[src/rtl/decode_stage.sv]
// ID stage: decode, register file, branch resolve, ID/EX register.
// Ports: IF/ID in, WB write port, redirect to IF, ID/EX out.
// Build option DECODE_RF_BYPASS_EN: same-cycle WB write forwards to reads.
module decode_stage #(
    parameter logic [31:0] SP_INIT    = 32'h0000_0FFC,
    parameter bit          UNDEF_TRAP = 1'b1
) (
    input  logic        clock,
    input  logic        reset,
    input  logic [31:0] if_id_instrucao,
    input  logic [31:0] if_id_proximopc,
    input  logic        ex_id_flush,
    input  logic        fw_id_stall,
    input  logic        wb_id_we,
    input  logic [4:0]  wb_id_waddr,
    input  logic [31:0] wb_id_wdata,
    output logic        id_if_selfontepc,
    output logic [1:0]  id_if_seltipopc,
    output logic [31:0] id_if_pcimd2ext,
    output logic [31:0] id_if_rega,
    output logic [31:0] id_if_pcindex,
    output logic [31:0] id_ex_rega,
    output logic [31:0] id_ex_regb,
    output logic [31:0] id_ex_imedext,
    output logic [31:0] id_ex_proximopc,
    output logic [4:0]  id_ex_rs,
    output logic [4:0]  id_ex_rt,
    output logic [4:0]  id_ex_rd,
    output logic [2:0]  id_ex_aluop,
    output logic        id_ex_alusrc,
    output logic        id_ex_memread,
    output logic        id_ex_memwrite,
    output logic        id_ex_regwrite,
    output logic        id_ex_memtoreg
);

    localparam logic [5:0] OP_R    = 6'h00;
    localparam logic [5:0] OP_J    = 6'h02;
    localparam logic [5:0] OP_JAL  = 6'h03;
    localparam logic [5:0] OP_BEQ  = 6'h04;
    localparam logic [5:0] OP_BNE  = 6'h05;
    localparam logic [5:0] OP_ADDI = 6'h08;
    localparam logic [5:0] OP_LW   = 6'h23;
    localparam logic [5:0] OP_SW   = 6'h2B;

    localparam logic [5:0] FN_JR  = 6'h08;
    localparam logic [5:0] FN_ADD = 6'h20;
    localparam logic [5:0] FN_SUB = 6'h22;
    localparam logic [5:0] FN_AND = 6'h24;
    localparam logic [5:0] FN_OR  = 6'h25;
    localparam logic [5:0] FN_SLT = 6'h2A;

    localparam logic [2:0] ALU_ADD = 3'b000;
    localparam logic [2:0] ALU_SUB = 3'b001;
    localparam logic [2:0] ALU_AND = 3'b010;
    localparam logic [2:0] ALU_OR  = 3'b011;
    localparam logic [2:0] ALU_SLT = 3'b100;

    typedef struct packed {
        logic [31:0] rega;
        logic [31:0] regb;
        logic [31:0] imedext;
        logic [31:0] proximopc;
        logic [4:0]  rs;
        logic [4:0]  rt;
        logic [4:0]  rd;
        logic [2:0]  aluop;
        logic        alusrc;
        logic        memread;
        logic        memwrite;
        logic        regwrite;
        logic        memtoreg;
    } id_ex_t;

    logic [31:0][31:0] rf_q, rf_d;
    id_ex_t            id_ex_q, id_ex_d;

    logic [5:0]  op;
    logic [5:0]  fn;
    logic [4:0]  rs;
    logic [4:0]  rt;
    logic [31:0] rega_rd;
    logic [31:0] regb_rd;
    logic [31:0] imm_ext;
    id_ex_t      dec;
    logic        sel;
    logic [1:0]  tipo;

    assign op      = if_id_instrucao[31:26];
    assign fn      = if_id_instrucao[5:0];
    assign rs      = if_id_instrucao[25:21];
    assign rt      = if_id_instrucao[20:16];
    assign imm_ext = {{16{if_id_instrucao[15]}}, if_id_instrucao[15:0]};

    // Register file write path; r0 is never written.
    always_comb begin
        rf_d = rf_q;
        if (wb_id_we && (wb_id_waddr != 5'd0)) begin
            rf_d[wb_id_waddr] = wb_id_wdata;
        end
    end

    // Combinational read ports.
    always_comb begin
        rega_rd = rf_q[rs];
        regb_rd = rf_q[rt];
`ifdef DECODE_RF_BYPASS_EN
        if (wb_id_we && (wb_id_waddr == rs)) begin
            rega_rd = wb_id_wdata;
        end
        if (wb_id_we && (wb_id_waddr == rt)) begin
            regb_rd = wb_id_wdata;
        end
`endif
        if (rs == 5'd0) begin
            rega_rd = 32'd0;
        end
        if (rt == 5'd0) begin
            regb_rd = 32'd0;
        end
    end

    // Decoder and branch resolution.
    always_comb begin
        dec           = '0;
        dec.rega      = rega_rd;
        dec.regb      = regb_rd;
        dec.imedext   = imm_ext;
        dec.proximopc = if_id_proximopc;
        dec.rs        = rs;
        dec.rt        = rt;
        dec.rd        = (op == OP_R) ? if_id_instrucao[15:11] : rt;
        sel           = 1'b0;
        tipo          = 2'b00;
        unique case (op)
            OP_R: begin
                unique case (fn)
                    FN_ADD: begin
                        dec.regwrite = 1'b1;
                        dec.aluop    = ALU_ADD;
                    end
                    FN_SUB: begin
                        dec.regwrite = 1'b1;
                        dec.aluop    = ALU_SUB;
                    end
                    FN_AND: begin
                        dec.regwrite = 1'b1;
                        dec.aluop    = ALU_AND;
                    end
                    FN_OR: begin
                        dec.regwrite = 1'b1;
                        dec.aluop    = ALU_OR;
                    end
                    FN_SLT: begin
                        dec.regwrite = 1'b1;
                        dec.aluop    = ALU_SLT;
                    end
                    FN_JR: begin
                        sel  = 1'b1;
                        tipo = 2'b01;
                    end
                    default: ;
                endcase
            end
            OP_ADDI: begin
                dec.regwrite = 1'b1;
                dec.alusrc   = 1'b1;
            end
            OP_LW: begin
                dec.regwrite = 1'b1;
                dec.alusrc   = 1'b1;
                dec.memread  = 1'b1;
                dec.memtoreg = 1'b1;
            end
            OP_SW: begin
                dec.alusrc   = 1'b1;
                dec.memwrite = 1'b1;
            end
            OP_BEQ: begin
                dec.aluop = ALU_SUB;
                sel       = (rega_rd == regb_rd);
            end
            OP_BNE: begin
                dec.aluop = ALU_SUB;
                sel       = (rega_rd != regb_rd);
            end
            OP_J: begin
                sel  = 1'b1;
                tipo = 2'b10;
            end
            // Link value travels as id_ex_proximopc.
            OP_JAL: begin
                sel          = 1'b1;
                tipo         = 2'b10;
                dec.regwrite = 1'b1;
                dec.rd       = 5'd31;
            end
            default: begin
                if (UNDEF_TRAP) begin
                    sel  = 1'b1;
                    tipo = 2'b11;
                end
            end
        endcase
        // Fetch is frozen during a load-use stall.
        if (fw_id_stall) begin
            sel = 1'b0;
        end
        id_ex_d = (ex_id_flush || fw_id_stall) ? '0 : dec;
    end

    always_ff @(negedge clock or posedge reset) begin
        if (reset) begin
            id_ex_q      <= '0;
            rf_q         <= '0;
            rf_q[29]     <= SP_INIT;
        end else begin
            id_ex_q      <= id_ex_d;
            rf_q         <= rf_d;
        end
    end

    assign id_if_selfontepc = sel;
    assign id_if_seltipopc  = tipo;
    assign id_if_rega       = rega_rd;
    assign id_if_pcimd2ext  = if_id_proximopc + {imm_ext[29:0], 2'b00};
    assign id_if_pcindex    = {if_id_proximopc[31:28],
                               if_id_instrucao[25:0], 2'b00};

    assign id_ex_rega      = id_ex_q.rega;
    assign id_ex_regb      = id_ex_q.regb;
    assign id_ex_imedext   = id_ex_q.imedext;
    assign id_ex_proximopc = id_ex_q.proximopc;
    assign id_ex_rs        = id_ex_q.rs;
    assign id_ex_rt        = id_ex_q.rt;
    assign id_ex_rd        = id_ex_q.rd;
    assign id_ex_aluop     = id_ex_q.aluop;
    assign id_ex_alusrc    = id_ex_q.alusrc;
    assign id_ex_memread   = id_ex_q.memread;
    assign id_ex_memwrite  = id_ex_q.memwrite;
    assign id_ex_regwrite  = id_ex_q.regwrite;
    assign id_ex_memtoreg  = id_ex_q.memtoreg;

endmodule

[config.mk]
export PLATFORM = sky130hd
export DESIGN_NAME = decode_stage
export DESIGN_NICKNAME = d
export VERILOG_FILES = /design/src/rtl/decode_stage.sv
export SDC_FILE = /design/constraint.sdc
export NUM_CORES = 2
export LEC_CHECK = 0
export CORE_MARGIN = 10
export CORE_UTILIZATION = 35
export DETAILED_ROUTE_END_ITERATION = 16
export PLACE_DENSITY = 0.55
export SLEW_MARGIN = 20
export SYNTH_ARGS = -nofsm -noshare
export SYNTH_HDL_FRONTEND = slang
export SYNTH_SLANG_ARGS = --single-unit
[constraint.sdc]
create_clock -name clock -period 60.1 [get_ports clock]
set_input_delay 12.02 -clock clock [delete_from_list [all_inputs] [get_ports clock]]
set_output_delay 12.02 -clock clock [all_outputs]
set_load 0.02 [all_outputs]
==> results.cfg <==
[route]
drtPass1Iterations = 5
drt-wirelength-per-cell_um = 32.17
antenna_left = 0
drt_iter0_drc = 3318
wl_mm = 218.6
drc = 0
vias_per_cell = 5.811
num_vias = 39490

[yosys]
yosys_register_bits = 1158
synth-edff-count = 0
ys_seq_area_share_pct = 47.49
syn_area_sq_mm = 0.06104
ys_types = 69
ys.flop_type = dfrtn_1
yosys_warnings = 0
synth_area_leaders = dfrtn_1, mux2_2, mux4_2, mux2i_1, clkbuf_1
synthArstFlopShare_pct = 100.0
synth_top_area_share_pct = 47.06
netlist_instances = 4232
synth.avg_cell_area_sq_um = 14.42
synth_top_cell_by_area = dfrtn_1

[cts]
cts_root_buf = clkbuf_16
ctsHoldBuffers = 0
cts_buffers = 131
clk_pin_slew_ns = 0.05
cts_buffer_depth = 3
htree_levels = 4
cts_setup_buffers = 0
insertion_delay_ns = 0.77
tritoncts = done
cts_resized = 0
clock-sinks = 1158

[hold_path]
min_path_cells = 0
hold_end = rf_q[16]
hp-start = rf_q[16]
hold_class = flip-flop to flip-flop

[sta]
relSlewSlack_pct = 20.00
worst_clock_skew_ns = 0.06649
setup_violations = 0
hold_violations = 0
whs_ns = 0.3271
fin_tns_setup_ns = 0
slew_violations = 0
tightestPinTransition_ns = 1.190
grt_setup_unrepaired = no

[placement]
dp.cells = 6546
place_hpwl_mm = 131.2
io_buffers = 353
place_congestion = 0.8171

[floorplan]
io_pins = 356
dieHeight_um = 437.6
die-area_sq_mm = 0.1915
die_w_um = 437.6
start_util_pct = 35.16
rows = 153
core_sq_mm = 0.1736

[critical_path]
reg2reg_to = id_ex_rega[31]
required_ns = 48.08
cp_slowest_cell = nor4_2
cp-end-kind = primary output
cp_data_arrival_time_ns = 35.55
worstPathMaxFanout = 3
cp-startpoint = rf_q[974]
r2r_slack_ns = 57.75
crit_type = flip-flop to primary output
reg2reg_from = rf_q[479]
worstPathCellList = mux4_2 -> a22oi_1 -> a21oi_1 -> a21oi_1 -> xor2_1 -> nor4_2 -> o2111ai_1 -> nor4_2 -> mux2i_1 -> o211ai_1 -> clkdlybuf4s50_1
reg2reg_depth = 5
cpPeakStageDelay_ns = 1.03
start_kind = flip-flop

[final_layout]
fin_cells = 6796
num-nets-final = 4499
areaGrowthSynthToFinish_pct = 15.88
final_common_cell = dfrtn_1
drive_gt1_share_pct = 42.27
mostFrequentLayoutCells = dfrtn_1, mux2_2, mux4_2

[global_route]
antenna_found_initial = 18
grt_max_degree = 164
gr-total-overflow = 0
grt_pass1_vias = 40350
grt_usage_pct = 22.28
grt_pass1_wl_mm = 310.8

[status]
status = completed

[power]
irDropWorstVdd_uv = 27.84
power.density_mw_per_mm2 = 33.86
power.leakage_nw = 30.45

[job]
drv_cap = 0
## through the flow
stage / util [%] / total power [mW] / area [sq um] / worst slack (ns)
detailed placement: 38.17 / 1.560 / 66270 / 13.06
floorplan: - / 1.386 / 61050 / 2.479
CTS: 40.77 / 2.412 / 70790 / 12.48
global route: 40.73 / 2.493 / 70730 / 12.55
finish: 40.74 / 2.395 / 70740 / 12.53
global placement: 38.16 / 1.546 / 66260 / 12.83
## Yosys cell counts (42+ instances only)
master and instances:
a21oi_1 83, a22oi_1 108, and2_1 62, buf_1 64
buf_2 51, buf_4 78, clkbuf_1 247, dfrtn_1 1148
inv_1 48, mux2_2 996, mux2i_1 229, mux4_2 471
nand2_1 82, nand3_1 42, nor2_1 125
## routing by layer
metal / vias up / GRT usage, % / routed length (um)
met3: 351 / 4.271 / 13060
met4: 6 / 7.736 / 7885
met5: - / 0 / 46
li1: 16220 / - / -
met1: 21540 / 28.93 / 90280
met2: 1376 / 37.15 / 107300
## report_power, final
group | internal, mW | switching, mW | total (mW)
registers | 0.930 | 0.0950 | 1.03
clock network | 0.501 | 0.346 | 0.848
logic | 0.283 | 0.239 | 0.522
total | 1.71 | 0.680 | 2.39
## how the worst max path moves through the flow
stage,cells past startpoint,to,slack (ns)
detailed placement,10,id_ex_rega[14],13.06
global route,11,id_if_selfontepc,12.55
floorplan,1,id_ex_aluop[0],2.48
finish,11,id_if_selfontepc,12.53
global placement,11,id_if_selfontepc,12.83
CTS,11,id_if_selfontepc,12.48
## layout make-up
cell class / count / area, sq um
Fill cell: 16060 / 102900
Antenna cell: 7 / 17.52
Sequential cell: 1158 / 28990
Clock inverter: 55 / 651.9
Timing Repair Buffer: 459 / 4318
Inverter: 48 / 185.2
Tap cell: 2325 / 2909
Clock buffer: 189 / 3871
Multi-Input combinational cell: 2555 / 29790
## sequential cells by signal (all words and copies together) (netlist names), 5 cells and up
register         count
id_ex_proximopc     32
id_ex_imedext       16
id_ex_rega          32
id_ex_rt             5
rf_q              1024
id_ex_rs             5
id_ex_rd             5
id_ex_regb          32
## kinds of logic (layout without fill, tap and decap cells)
group / Yosys count / after routing / synth area share, %
muxes: 1696 / 1696 / 39.51
DFF: 1158 / 1158 / 47.49
buffers and inverters: 520 / 751 / 4.175
and+or+nand+nor: 410 / 410 / 3.364
AOI/OAI and AO/OA: 361 / 361 / 4.028
xor gates and xnor gates: 56 / 56 / 0.8035
adders and majority gates: 30 / 30 / 0.6272
other: 1 / 9 / 0.006143
## worst max-delay path: cells and delay by family (launching register included)
family | cells | cell delay [ns]
xor+xnor | 1 | 0.21
compound gates | 5 | 1.32
simple gates | 2 | 1.57
buf+inv | 1 | 0.66
mux | 2 | 0.63
flops | 1 | 0.37
Power figures use the tool's default switching activity.
